==> src/rtl/ram_loader_pkg.sv <==
// Shared types for the RAM write sequencer.
// Holds the loader FSM state encoding.
package ram_loader_pkg;

  typedef enum logic [1:0] {
    ST_IDLE  = 2'd0,
    ST_FILL  = 2'd1,
    ST_CLEAR = 2'd2,
    ST_DONE  = 2'd3
  } state_t;

endpackage

==> src/rtl/ram_loader_wrap_counter.sv <==
// wrap_counter: loadable up-counter, wraps modulo 2**WIDTH.
// Ports: clk, rst_n (sync), i_load/i_load_val, i_en, o_count.
module wrap_counter #(
  parameter int WIDTH = 4
) (
  input  logic             clk,
  input  logic             rst_n,
  input  logic             i_load,
  input  logic [WIDTH-1:0] i_load_val,
  input  logic             i_en,
  output logic [WIDTH-1:0] o_count
);

  logic [WIDTH-1:0] r_count;

  always_ff @(posedge clk) begin
    if (!rst_n) begin
      r_count <= '0;
    end else if (i_load) begin
      r_count <= i_load_val;
    end else if (i_en) begin
      r_count <= r_count + 1'b1;
    end
  end

  assign o_count = r_count;

endmodule

==> src/rtl/ram_loader.sv <==
// ram_loader: stream/zero-fill write sequencer for p_ram.
// Ports: job ctrl (start/clear/abort/base/count), s_* stream, ram_* writes, busy/done/words_written.
import ram_loader_pkg::*;

module ram_loader #(
  parameter int BIT_WIDTH = 4,
  parameter int SEL_WIDTH = 4
) (
  input  logic                 clock,
  input  logic                 reset,
  input  logic                 start,
  input  logic                 clear,
  input  logic                 abort,
  input  logic [SEL_WIDTH-1:0] base,
  input  logic [SEL_WIDTH:0]   count,
  input  logic                 s_valid,
  input  logic [BIT_WIDTH-1:0] s_data,
  output logic                 s_ready,
  output logic [SEL_WIDTH-1:0] ram_address,
  output logic [BIT_WIDTH-1:0] ram_in,
  output logic                 ram_load,
  output logic                 busy,
  output logic                 done,
  output logic [SEL_WIDTH:0]   words_written
);

  localparam logic [SEL_WIDTH:0] ONE = (SEL_WIDTH+1)'(1);

  state_t               r_state;
  logic [SEL_WIDTH:0]   r_remaining;
  logic [SEL_WIDTH-1:0] w_ptr;
  logic                 w_start;
  logic                 w_write;

  assign w_start = (r_state == ST_IDLE) && start;

  // abort wins over a handshake in the same cycle
  assign w_write = !abort &&
                   (((r_state == ST_FILL) && s_valid && s_ready) ||
                    (r_state == ST_CLEAR));

  wrap_counter #(
    .WIDTH (SEL_WIDTH)
  ) u_ptr (
    .clk        (clock),
    .rst_n      (reset),
    .i_load     (w_start),
    .i_load_val (base),
    .i_en       (w_write),
    .o_count    (w_ptr)
  );

  always_ff @(posedge clock) begin
    if (!reset) begin
      r_state       <= ST_IDLE;
      r_remaining   <= '0;
      s_ready       <= 1'b0;
      ram_address   <= '0;
      ram_in        <= '0;
      ram_load      <= 1'b0;
      busy          <= 1'b0;
      done          <= 1'b0;
      words_written <= '0;
    end else begin
      ram_load <= 1'b0;
      done     <= 1'b0;
      unique case (r_state)
        ST_IDLE: begin
          if (start) begin
            r_remaining   <= count;
            words_written <= '0;
            if (count == '0) begin
              r_state <= ST_DONE;
              done    <= 1'b1;
            end else if (clear) begin
              r_state <= ST_CLEAR;
              busy    <= 1'b1;
            end else begin
              r_state <= ST_FILL;
              busy    <= 1'b1;
              s_ready <= 1'b1;
            end
          end
        end
        ST_FILL, ST_CLEAR: begin
          if (abort) begin
            r_state <= ST_IDLE;
            busy    <= 1'b0;
            s_ready <= 1'b0;
          end else if (w_write) begin
            ram_address   <= w_ptr;
            ram_in        <= (r_state == ST_FILL) ? s_data : '0;
            ram_load      <= 1'b1;
            r_remaining   <= r_remaining - ONE;
            words_written <= words_written + ONE;
            // final write: done lines up with its ram_load
            if (r_remaining == ONE) begin
              r_state <= ST_DONE;
              busy    <= 1'b0;
              s_ready <= 1'b0;
              done    <= 1'b1;
            end
          end
        end
        ST_DONE: begin
          r_state <= ST_IDLE;
        end
        default: begin
          r_state <= ST_IDLE;
        end
      endcase
    end
  end

endmodule

==> config.mk <==
export PLATFORM = sky130hd
export DESIGN_NAME = ram_loader
export DESIGN_NICKNAME = d
export VERILOG_FILES = /design/src/rtl/ram_loader_pkg.sv /design/src/rtl/ram_loader_wrap_counter.sv /design/src/rtl/ram_loader.sv
export SDC_FILE = /design/constraint.sdc
export NUM_CORES = 1
export LEC_CHECK = 0
export CORE_MARGIN = 2
export CORE_UTILIZATION = 43
export DETAILED_ROUTE_END_ITERATION = 10
export DONT_BUFFER_PORTS = 1
export GPL_TIMING_DRIVEN = 0
export PLACE_DENSITY = 0.61
export RECOVER_POWER = 25
export SYNTH_ARGS = -nofsm -noshare
export SYNTH_HDL_FRONTEND = slang
export SYNTH_HIERARCHICAL = 1
export SYNTH_SLANG_ARGS = --single-unit
export TNS_END_PERCENT = 10
==> constraint.sdc <==
create_clock -name clock -period 1.7 [get_ports clock]
set_input_delay 0.34 -clock clock [delete_from_list [all_inputs] [get_ports clock]]
set_output_delay 0.34 -clock clock [all_outputs]
set_load 0.05 [all_outputs]
=== Word level (Yosys, flattened, before mapping) ===
Cells that the tools add are included.

* Input port bits: 19
* Register bits: 28

* Reduce and logical (&&, ||, !) cells: 17
* Mux-type cells: 35
* $add $sub $neg: 3
* Equal/unequal tests: 11
* Bitwise gates (word level): 3

{| class="wikitable"
|+ Operators with widths
! cell !! number
|-
| 5-bit 2-to-1 mux || 6
|-
| 5-bit case mux with 2 select lines || 2
|-
| 1-bit 2-to-1 mux || 14
|-
| 2-bit 2-to-1 mux || 6
|-
| 4-bit 2-to-1 mux || 3
|-
| 2-bit inequality test (second input constant) || 4
|-
| 1-bit case mux with 2 select lines || 3
|-
| 2-bit case mux with 3 select lines || 1
|-
| 3-bit AND reduction || 2
|-
| 6-bit AND reduction || 1
|-
| 5-bit by 1-bit adder with 5-bit output (second input constant) || 1
|-
| 5-bit by 1-bit == test with 1-bit output (second input constant) || 1
|-
| 5-bit zero test || 1
|-
| 5-bit AND reduction || 1
|-
| 5-bit by 1-bit subtractor with 5-bit output (second input constant) || 1
|-
| 4-bit by 1-bit adder with 4-bit output (second input constant) || 1
|-
| 2-bit == test (second input constant) || 2
|-
| 1-bit logical AND || 4
|-
| 4-bit AND reduction || 1
|-
| 2-bit nonzero test || 2
|-
| 3-bit by 2-bit inequality test with 1-bit output (second input constant) || 1
|-
| 3-bit inequality test (second input constant) || 1
|-
| 1-bit NOT || 3
|-
| 3-bit OR reduction || 1
|-
| other kinds (6) || 6
|}

=== Longest topological paths before layout ===
Gate-level depths: netlist of run 1.

* Depth after elaboration: 8
* Gate-level depth with buffers: 8

=== By module ===
The synthesis of run 1 kept the hierarchy.

{| class="wikitable"
|+ Modules (own cells, without submodules)
! module !! sequential area each (µm²) !! instances !! cells each !! area an instance (µm²)
|-
| ram_loader || 480.5 || 1 || 153 || 1278.7
|-
| wrap_counter || 80.1 || 1 || 22 || 192.7
|}

=== Worst setup path after synthesis of run 1 ===
Ideal clock, no wire load.

* Path kind: reg2reg
* Start point: reg r_state[0]
* End point: reg r_remaining[1]
* Period minus slack after synthesis: 1763 ps
* Cell stages (with the launch flop): 8
* Setup time: 125 ps
* Slack: -63 ps
* Arrival: 1638 ps
* Path through: dfxtp_1 > inv_1 > ha_1 > and2b_1 > a311o_1 > buf_2 > a211oi_1 > a211oi_1

* Longest elaborated chain between the ends: 7
* Elaborated cells between the ends (all ways): 14
* Those cells by class: 5 x eq/ne; 1 x mux; 8 x reduce/logical

{| class="wikitable"
|+ RTL lines
! element !! line !! source
|-
| start: declaration || ram_loader.sv:29 || <nowiki>state_t r_state;</nowiki>
|-
| start signal: assignment || ram_loader.sv:55 || <nowiki>r_state <= ST_IDLE;</nowiki>
|-
| start signal: assignment || ram_loader.sv:73 || <nowiki>r_state <= ST_DONE;</nowiki>
|-
| start signal: assignment || ram_loader.sv:76 || <nowiki>r_state <= ST_CLEAR;</nowiki>
|-
| 2-bit by 1-bit == test with 1-bit output || ram_loader.sv:39, ram_loader.sv:67 ||
|-
| 1-bit logical AND (2 in series) || ram_loader.sv:39 || <nowiki>(((r_state == ST_FILL) && s_valid && s_ready) ||</nowiki>
|-
| 1-bit logical OR || ram_loader.sv:39 ||
|-
| 1-bit logical AND || ram_loader.sv:38 || <nowiki>assign w_write = !abort &&</nowiki>
|-
| 2-bit by 1-bit inequality test with 1-bit output (no source line) || n/a ||
|-
| 4-bit AND reduction (no source line) || n/a ||
|-
| end signal: assignment || ram_loader.sv:70 || <nowiki>r_remaining <= count;</nowiki>
|-
| end signal: assignment || ram_loader.sv:94 || <nowiki>r_remaining <= r_remaining - ONE;</nowiki>
|-
| end: declaration || ram_loader.sv:30 || <nowiki>logic [SEL_WIDTH:0] r_remaining;</nowiki>
|}

Parallel ways exist; a longest one is shown, timed or not.
A chain may end at the register's enable or synchronous reset.

=== Worst setup path after layout of run 1 ===
* Start point: reg r_state[1]
* End point: reg words_written[4]

* Longest elaborated chain between the ends: 7
* Elaborated cells between the ends (all ways): 14
* Those cells by class: 5 x eq/ne; 1 x mux; 8 x reduce/logical

{| class="wikitable"
|+ RTL lines
! element !! line !! source
|-
| 2-bit by 1-bit == test with 1-bit output || ram_loader.sv:39, ram_loader.sv:67 ||
|-
| 1-bit logical AND (2 in series) || ram_loader.sv:39 ||
|-
| 1-bit logical OR || ram_loader.sv:39 ||
|-
| 1-bit logical AND || ram_loader.sv:38 ||
|-
| 2-bit by 1-bit inequality test with 1-bit output (no source line) || n/a ||
|-
| 4-bit AND reduction (no source line) || n/a ||
|-
| end signal: assignment || ram_loader.sv:95 || <nowiki>words_written <= words_written + ONE;</nowiki>
|-
| end: declaration || ram_loader.sv:24 || <nowiki>output logic [SEL_WIDTH:0] words_written</nowiki>
|}

Parallel ways exist; a longest one is shown, timed or not.

==> flow_metrics.tcl, run 1 <==
set metrics [dict create \
    path_max_fanout 6 \
    worstSetupStartpointType "flip-flop" \
    status "finished, violations left" \
    worst_path_max_delay_cell "a311o_2" \
    clock_sinks 28 \
    num_vias 1378 \
    drv_cap 0 \
    pwr-share-seq_pct 32.7 \
    syn_area_per_cell_um2 8.41 \
    critPathRequiredTime_ns 1.97 \
    first_iter_violations 43 \
    ir_worst_vdd_mv 1.01 \
    fin_total_pwr_w 0.00315 \
    die_w_um 62.5 \
    chipHeight_um 62.5 \
    combPwrFrac_pct 57.0 \
    dpl.cell_count 221 \
    violations "negative setup slack" \
    r2r_slack_ns -0.04 \
    worst-slew-pin-transition_ns 0.597 \
    grt-ovfl-total 0 \
    timing.final.crit_share_pct 102 \
    p_per_area_mw_per_mm2 1770 \
    power_frac_clock_pct 10.4 \
    netSwitchingFraction_pct 45.1 \
    synth_top_area_share_pct 38.1 \
    grt_pass1_vias 1401 \
    row_count 21 \
    vias_per_cell 5.86 \
    fmax_mhz 574 \
    grt_pass1_wl_um 6470 \
    ys_types 46 \
    ys_warn_count 6 \
    grt_max_degree 16 \
    cts_buffers 3 \
    postCtsHoldBufs 0 \
    p_int_w 0.00173 \
    antenna_found_initial 0 \
    cts.path.max_buffers 2 \
    io_pins 36 \
    seq_area_um2 564 \
    critPathArrivalTime_ns 2.01 \
    synth-main-ff-cell "dfxtp_1" \
    yosys-top-cells-count "dfxtp_1, a21oi_1, nand2_1" \
    core_mm2 0.00331 \
    mappedNetlistArea_mm2 0.00147 \
    stdcell_count 235 \
    drcViolationCount 0 \
    synth_edf_count 0 \
    drive_above_1_share_pct 23.3 \
    wl_per_cell_um 16.9 \
    synth-seq-area-share_pct 38.1 \
    dpl.hpwl_um 2610 \
    crit_family "compound AO/OA/AOI/OAI gates" \
    finalSetupViolCount 6 \
    min_path_type "input pin to flip-flop" \
    multiInputGateArea_um2 955 \
    synthTopCellsByArea "dfxtp_1, ha_1, a21oi_1, o21ai_0, nand2_1" \
    netSwitchingPower_w 0.00142 \
    dp_slack_ns -0.449 \
    fillers 329 \
    clock-root-buffer "clkbuf_4" \
    slowest_delay_ns 0.43 \
    ant_nets 0 \
    async_flop_share_pct 0 \
    hold_viol 0 \
    area_growth_pct 21.0 \
    critPathKind "flip-flop to flip-flop" \
    leakage_nw 0.618 \
    path_buf_inv 1 \
    syn_inst 175 \
    diodes 0 \
    fin_worst_skew_ns 0.00341 \
    utilization_pct 53.8 \
    cts_tree "built" \
    port_buffers 0 \
    clock_latency_ns 0.32 \
    syn_nets 202 \
    max_slew_margin_pct 60.2 \
    clk_pin_slew_ns 0.15 \
    yosysTopAreaCell "dfxtp_1" \
    rsz0062_at_grt "true" \
    finalWorstSetupSlack_ns -0.0413 \
    ys_ff_latch 28 \
    end_kind "flip-flop" \
    drt_pass1_iterations 4 \
    initial_utilization_pct 44.4 \
    nets 217 \
    min_period_ns 1.74 \
    dieArea_mm2 0.00391 \
    totalWireLength_um 3970 \
    cp_cell_sequence "inv_4 -> ha_4 -> and2b_2 -> a311o_2 -> or3_1 -> a21oi_1" \
    place.gp.congestion 0.846 \
    grt_usage_pct 20.4 \
    htreeDepth 1 \
    synth.most_common_cell "dfxtp_1" \
    maxSlewViolCount 0 \
]
## flip-flops by register name, indices dropped and copies added (netlist names)
signal / flops
s_ready: 1
done: 1
ram_in: 4
ram_address: 4
busy: 1
words_written: 5
u_ptr/o_count: 4
ram_load: 1
r_state: 2
r_remaining: 5
## final cells by class
| type | instances | share of cell area, % |
|---|---|---|
| timing repair buffer | 12 | 5.27 |
| tap | 46 | 3.23 |
| clock buffer | 4 | 2.04 |
| inverter | 10 | 2.25 |
| multi-input combinational | 131 | 53.6 |
| sequential | 28 | 31.7 |
| buffer | 4 | 1.90 |
## stage by stage
stage          hold slack [ns]  cell area, um2  setup TNS [ns]
2_1_floorplan            0.444            1480          -0.133
3_3_place_gp             0.462            1540           -5.58
3_5_place_dp             0.468            1540           -6.94
4_1_cts                  0.113            1700          -0.146
5_1_grt                  0.104            1780           -1.10
6_report                 0.116            1780          -0.150
## logic make-up (layout without fill, tap and decap cells)
kind of cell	after synthesis	count (layout)	share of synthesized area, %
and+or+nand+nor	63	63	23.5
muxes	2	2	1.45
AOI/OAI and AO/OA	54	54	23.1
buffers and inverters	16	30	4.68
xor gates and xnor gates	4	4	2.38
adders and majority gates	8	8	6.80
DFF	28	28	38.1
## metal layers
layer | vias up | global-route usage [%] | share of wire (%)
li1 | 664 | - | -
met1 | 644 | 24.1 | 42
met2 | 59 | 34.9 | 48
met3 | 11 | 5.59 | 7.5
met4 | 0 | 8.33 | 1.9
met5 | - | 0 | 0
## layout by cell type (no fill, tap or decap), types with 2 or more instances in the layout
master    netlist  layout
nand4_1         2       2
or3_1           5       5
inv_1          10       8
buf_6           1       3
nand2_1        17      17
buf_4           0      11
o31ai_1         4       3
a31oi_1         2       2
a22oi_1         2       2
nor3_1          3       3
nor2_1          7       6
dfxtp_1        28      25
o21ai_0        13      11
xnor2_1         2       2
nand2b_1        4       3
nor2b_1         5       4
nand3_1         7       7
and2_1          2       2
xor2_1          2       2
ha_4            0       3
ha_1            8       5
dfxtp_2         0       3
nor3b_1         2       2
clkbuf_4        0       4
a21oi_1        19      18
a32oi_1         2       2
## power by group through the flow
stage / clock [W] / sequential [W] / combinational [W]
after floorplan: 0 / 0.000984 / 0.000973
after global placement: 0 / 0.00101 / 0.00118
after detailed placement: 0 / 0.00102 / 0.00123
after CTS: 0.000335 / 0.00101 / 0.00155
after global routing: 0.000369 / 0.00104 / 0.00195
final: 0.000327 / 0.00103 / 0.00180
## path summary, 6_finish.rpt
| kind | depth (start not counted) | start | endpoint |
|---|---|---|---|
| setup / recovery | 6 | r_state[1]$_SDFFE_PN0P_ | words_written[4]$_SDFFE_PN0P_ |
| hold / removal | 1 | reset | busy$_SDFFE_PN0P_ |
| hold reg to reg | 2 | u_ptr/o_count[3]$_SDFFE_PN0P_ | ram_address[3]$_SDFFE_PN0P_ |
| setup reg to reg | 6 | r_state[1]$_SDFFE_PN0P_ | words_written[4]$_SDFFE_PN0P_ |
## what timing repair did
action | CTS | global route
endpoints found under the setup margin | 28 | 26
pin swaps | 7 | 4
resized for setup | 20 | 13
setup buffers | 8 | 3
gates cloned | 1 | 0
Power figures use the tool's default switching activity.
==> inputs of run 2 (changes only) <==
Settings changed: REMOVE_ABC_BUFFERS set to 1.
==> run 2 against run 1 <==
Net effect: the flow still finishes with violations (negative setup slack); die area is the same; sequential power about the same; global-route usage fell by 1.5 points; highest routed layer unchanged; clock skew up 0.0018 ns; flip-flop and latch count unchanged; critical endpoint is now r_remaining[0]$_SDFFE_PN0P_; worst setup slack lost 0.066 ns; cell count down 3.0%.
==> flow_metrics.tcl, run 2 (synthesized netlist as in run 1, its figures left out) <==
set metrics [dict create \
    finalSetupViolCount 7 \
    grt-ovfl-total 0 \
    fin_total_pwr_w 0.00303 \
    status "finished, violations left" \
    fin_area_mm2 0.00173 \
    violations "negative setup slack" \
    worst_path_max_delay_cell "a311o_2" \
    path_max_fanout 6 \
    fillers 322 \
    port_buffers 0 \
    crit_family "compound AO/OA/AOI/OAI gates" \
    grt_pass1_wl_um 6030 \
    leakage_nw 0.588 \
    grt_usage_pct 18.9 \
    final_common_cell "dfxtp_1" \
    num_vias 1359 \
    diodes 0 \
    cp_cell_sequence "inv_4 -> ha_4 -> and2b_2 -> a311o_2 -> buf_6 -> buf_6 -> o21bai_1 -> a21oi_1" \
    postCtsHoldBufs 0 \
    hold_path_depth 1 \
    rsz0062_at_grt "true" \
    wl_met3_um 293 \
    finalWorstSetupSlack_ns -0.107 \
    grt_max_degree 18 \
    drt_pass1_iterations 4 \
    path_buf_inv 3 \
    r2r_end "r_remaining[0]$_SDFFE_PN0P_" \
    row_count 21 \
    drv_cap 0 \
    min_period_ns 1.81 \
    fmax_mhz 553 \
    antenna_found_initial 0 \
    clock_latency_ns 0.33 \
    fin_worst_skew_ns 0.00525 \
    vias_per_cell 5.96 \
    initial_utilization_pct 44.4 \
    fin_setup_tns_ns -0.300 \
    drcViolationCount 0 \
    hp-start "reset" \
    clock_sinks 28 \
    maxSlewViolCount 0 \
    ant_nets 0 \
    totalWireLength_um 3640 \
    worstSetupStartpointType "flip-flop" \
    core_mm2 0.00331 \
    clock-root-buffer "clkbuf_4" \
    drive_above_1_share_pct 20.9 \
    first_iter_violations 59 \
    final_cell_mix "dfxtp_1, a21oi_1, nand2_1" \
    place_area_mm2 0.00150 \
    ir_worst_vdd_mv 0.963 \
    cts.path.max_buffers 2 \
    min_path_type "input pin to flip-flop" \
    worst-slew-pin-transition_ns 0.604 \
    htreeDepth 1 \
    slowest_delay_ns 0.43 \
    clk_pin_slew_ns 0.15 \
    met1_length_um 1530 \
    place.gp.congestion 0.788 \
    dieArea_mm2 0.00391 \
    critPathRequiredTime_ns 1.97 \
    area_growth_pct 17.7 \
    wl_per_cell_um 16.0 \
    r2r_cells 8 \
    timing.final.crit_share_pct 106 \
    dpl.hpwl_um 2500 \
    p_per_area_mw_per_mm2 1750 \
    grt_pass1_vias 1327 \
    end_kind "flip-flop" \
    critPathKind "flip-flop to flip-flop" \
    cp_common_cell "buf_6" \
    nets 210 \
    highest_layer "met4" \
    r2r_start "r_state[1]$_SDFFE_PN0P_" \
    die_w_um 62.5 \
    min_delay_worst_endpoint "busy$_SDFFE_PN0P_" \
    io_pins 36 \
    r2r_slack_ns -0.11 \
    reg.largest.list "r_remaining (5), words_written (5)" \
    cts_tree "built" \
    dp_slack_ns -0.552 \
    whs_ns 0.129 \
    met2_length_um 1740 \
    max_slew_margin_pct 59.7 \
    chipHeight_um 62.5 \
    critPathArrivalTime_ns 2.08 \
    hold_viol 0 \
    cts_buffers 3 \
]
## run 2: cell count changes in the layout (fill, tap and decap cells not counted), sizes merged
cell / change
clkbuf: -2
buf: -5
## run 2: through the flow
stage / cells / util, %
2_1_floorplan: 169 / -
3_3_place_gp: 215 / 45.2
3_5_place_dp: 215 / 45.2
4_1_cts: 228 / 51.7
5_1_grt: 228 / 52.3
6_report: 228 / 52.3
## run 2: layout make-up
cell class,instances,area (um2),share of cell area (%)
Multi-Input combinational cell,131,937,54.1
Tap cell,46,57.6,3.32
Inverter,10,40.0,2.31
Timing Repair Buffer,9,91.3,5.27
Clock buffer,4,36.3,2.10
Sequential cell,28,569,32.9
## run 2: repair_timing
item / CTS / global route
pin swaps: 10 / 2
buffers inserted: 9 / 0
resized for setup: 30 / 6
endpoints found under the hold margin: 0 / 0
endpoints found under the setup margin: 28 / 23
## run 2: where the power goes
| group | internal [W] | leakage, nW | switching, W | total, W |
|---|---|---|---|---|
| Combinational | 0.000766 | 0.337 | 0.000909 | 0.00168 |
| Clock | 0.000131 | 0.0210 | 0.000190 | 0.000321 |
| Sequential | 0.000798 | 0.230 | 0.000232 | 0.00103 |
| Total | 0.00170 | 0.588 | 0.00133 | 0.00303 |
## run 2: how the worst max path moves through the flow
stage	from	cells past startpoint	endpoint
global route	r_state[0]$_SDFFE_PN0P_	8	r_remaining[0]$_SDFFE_PN0P_
detailed placement	r_state[0]$_SDFFE_PN0P_	6	ram_in[0]$_SDFFE_PN0P_
global placement	r_state[0]$_SDFFE_PN0P_	6	done$_SDFF_PN0_
finish	r_state[1]$_SDFFE_PN0P_	8	r_remaining[0]$_SDFFE_PN0P_
CTS	r_state[1]$_SDFFE_PN0P_	7	r_remaining[1]$_SDFFE_PN0P_
floorplan	r_state[0]$_SDFFE_PN0P_	6	words_written[3]$_SDFFE_PN0P_
## run 2: worst reg2reg max path, cell delays in order, from the launching register on
cell and delay, ns:
dfxtp_4 0.40, inv_4 0.05, ha_4 0.15, and2b_2 0.19
a311o_2 0.43, buf_6 0.16, buf_6 0.12, o21bai_1 0.14
a21oi_1 0.11
## run 2: per-layer routing
metal  global-route usage, %  vias to the layer above
met5                       0                        -
met4                    7.50                        0
met3                    5.95                       11
met2                    32.4                       47
met1                    21.9                      655
li1                        -                      646
==> inputs of run 3 (changes only) <==
Settings changed: ABC_AREA set to 1, ABC_CLOCK_PERIOD_IN_PS set to 1700.
==> run 3 against run 2 <==
Net effect: the flow now finishes without violations; clock-buffer cell count stayed put; worst setup slack better by 0.19 ns; die area is 2.7% higher; register-to-register slack better by 0.19 ns; sequential power is 13% higher; largest cell class unchanged; highest routed layer unchanged.
==> flow_metrics.tcl, run 3 <==
set metrics [dict create \
    antenna_found_initial 0 \
    crit_family "buffers and inverters" \
    wl_per_cell_um 11.2 \
    finalSetupViolCount 0 \
    cp_cell_sequence "inv_4 -> ha_4 -> clkinvlp_4 -> buf_6 -> nor2_4 -> clkinvlp_4 -> nor2_2 -> nor2_1" \
    min_path_type "input pin to flip-flop" \
    cts.path.max_buffers 2 \
    num_vias 1364 \
    dpl.cell_count 265 \
    status "finished, final reports clean" \
    fin_worst_skew_ns 0.0118 \
    mappedNetlistArea_mm2 0.00151 \
    reg.largest.list "r_remaining (5), words_written (5)" \
    maxSlewViolCount 0 \
    ir_worst_vdd_mv 1.02 \
    rsz0062_at_grt "true" \
    nets 263 \
    clock-root-buffer "clkbuf_4" \
    vias_per_cell 4.85 \
    hold_viol 0 \
    syn_inst 224 \
    ys_types 26 \
    critPathRequiredTime_ns 1.95 \
    min_period_ns 1.62 \
    slowest_delay_ns 0.39 \
    synth-main-ff-cell "dfxtp_1" \
    critPathArrivalTime_ns 1.87 \
    ys_ff_latch 28 \
    timing.final.crit_share_pct 95.1 \
    cts_buffers 3 \
    end_kind "flip-flop" \
    leakage_nw 0.789 \
    worst_path_max_delay_cell "dfxtp_2" \
    dieArea_mm2 0.00401 \
    synth.most_common_cell "nand2_1" \
    drcViolationCount 0 \
    r2r_start "r_state[1]$_SDFFE_PN0P_" \
    ys_warn_count 6 \
    place.gp.congestion 0.816 \
    row_count 21 \
    synth_top_area_share_pct 37.0 \
    totalWireLength_um 3130 \
    r2r_cells 8 \
    hp-start "reset" \
    drive_above_1_share_pct 19.6 \
    die_w_um 63.3 \
    synth-seq-area-share_pct 37.0 \
    min_delay_worst_endpoint "r_state[1]$_SDFFE_PN0P_" \
    critPathKind "flip-flop to flip-flop" \
    chipHeight_um 63.3 \
    async_flop_share_pct 0 \
    grt_pass1_wl_um 5460 \
    yosys-top-cells-count "nand2_1, nor2_1, dfxtp_1" \
    synth_edf_count 0 \
    grt-ovfl-total 0 \
    final_common_cell "nand2_1" \
    worst-slew-pin-transition_ns 0.600 \
    p_per_area_mw_per_mm2 1870 \
    synthTopCellsByArea "dfxtp_1, nand2_1, nor2_1, ha_1, inv_1" \
    grt_pass1_vias 1284 \
    first_iter_violations 39 \
    initial_utilization_pct 45.0 \
    yosysTopAreaCell "dfxtp_1" \
    clk_pin_slew_ns 0.15 \
    hold_path_depth 2 \
    final_cell_mix "nand2_1, nor2_1, dfxtp_1" \
    drt_pass1_iterations 4 \
    fmax_mhz 618 \
    drv_cap 0 \
    path_buf_inv 4 \
    cts_tree "built" \
    core_mm2 0.00336 \
    max_slew_margin_pct 59.9 \
    r2r_end "ram_address[0]$_SDFFE_PN0P_" \
    io_pins 36 \
    worstSetupStartpointType "flip-flop" \
    whs_ns 0.0945 \
    dpl.hpwl_um 2240 \
    diodes 0 \
    clock_sinks 28 \
    r2r_slack_ns 0.08 \
    grt_usage_pct 16.8 \
    grt_max_degree 22 \
    stdcell_count 281 \
    ant_nets 0 \
    htreeDepth 1 \
    syn_area_per_cell_um2 6.76 \
    path_max_fanout 8 \
    clock_latency_ns 0.35 \
    area_growth_pct 15.2 \
    port_buffers 0 \
    cp_common_cell "clkinvlp_4" \
]
[run 3: cell types whose count changed after synthesis, sizes merged, moves of 5 or more]
| cell | previous run | this run |
|---|---|---|
| nand2 | 17 | 57 |
| nor2 | 7 | 42 |
| inv | 10 | 27 |
| a21oi | 19 | 9 |
| nand3 | 7 | 16 |
| o21ai | 13 | 20 |
| nor2b | 5 | 0 |
| or3 | 5 | 0 |
[run 3: cell families (layout without fill, tap and decap cells)]
family                     Yosys count  after routing  share of synthesized area (%)
xor gates and xnor gates             5              5                           2.89
adders and majority gates            8              8                           6.61
and+or+nand+nor                    119            119                           33.1
AOI/OAI and AO/OA                   32             32                           11.2
buffers and inverters               32             43                           9.26
DFF                                 28             28                           37.0
[run 3: final cells by class]
| type | instances | area, um2 |
|---|---|---|
| Multi-Input combinational cell | 164 | 873 |
| Tap cell | 46 | 57.6 |
| Clock buffer | 4 | 36.3 |
| Sequential cell | 28 | 569 |
| Inverter | 27 | 114 |
| Fill cell | 367 | 1620 |
| Timing Repair Buffer | 12 | 93.8 |
[run 3: where the power goes]
part	leakage (nW)	internal, W	total [W]	switching [W]
Sequential	0.231	0.000826	0.00116	0.000337
Combinational	0.537	0.000725	0.00176	0.00103
Clock	0.0210	0.000132	0.000342	0.000210
Total	0.789	0.00168	0.00326	0.00158
[run 3: repair_timing]
| item | in CTS | in global routing |
|---|---|---|
| hold buffers | 0 | 0 |
| endpoints found under the setup margin | 24 | 25 |
| pin swaps | 0 | 8 |
| buffers inserted | 2 | 10 |
| resized for setup | 4 | 22 |
[run 3: worst reg2reg max path, stage by stage, from the launching register on]
cell,delay (ns)
dfxtp_2,0.39
inv_4,0.06
ha_4,0.29
clkinvlp_4,0.12
buf_6,0.13
nor2_4,0.13
clkinvlp_4,0.23
nor2_2,0.15
nor2_1,0.04
[run 3: worst max-delay path by stage]
stage,from,endpoint,slack (ns),cells after the start
after CTS,words_written[0]$_SDFFE_PN0P_,words_written[4]$_SDFFE_PN0P_,0.03,6
after floorplan,r_state[0]$_SDFFE_PN0P_,r_remaining[4]$_SDFFE_PN0P_,0.04,8
final,r_state[1]$_SDFFE_PN0P_,ram_address[0]$_SDFFE_PN0P_,0.08,8
after global routing,r_state[1]$_SDFFE_PN0P_,ram_address[0]$_SDFFE_PN0P_,-0.05,8
after global placement,r_state[0]$_SDFFE_PN0P_,r_remaining[4]$_SDFFE_PN0P_,-0.32,8
after detailed placement,r_state[0]$_SDFFE_PN0P_,r_remaining[4]$_SDFFE_PN0P_,-0.35,8
[run 3: layer usage]
layer	vias to the layer above	share of wire, %	track usage (%)
met2	23	48	28.4
met5	-	0	0
met3	2	5.3	5.00
met1	613	46	20.2
met4	0	1.1	5.71
li1	726	-	-
[run 3: through the flow]
step / util, % / setup slack (ns) / power, W / setup TNS (ns) / cell area (um2)
final: 51.9 / 0.0829 / 0.00326 / 0 / 1740
after global routing: 51.9 / -0.0508 / 0.00357 / -0.287 / 1740
after CTS: 47.7 / 0.0259 / 0.00300 / 0 / 1600
after detailed placement: 45.6 / -0.348 / 0.00250 / -5.21 / 1530
after global placement: 45.6 / -0.319 / 0.00250 / -4.91 / 1530
after floorplan: - / 0.0405 / 0.00221 / 0 / 1480
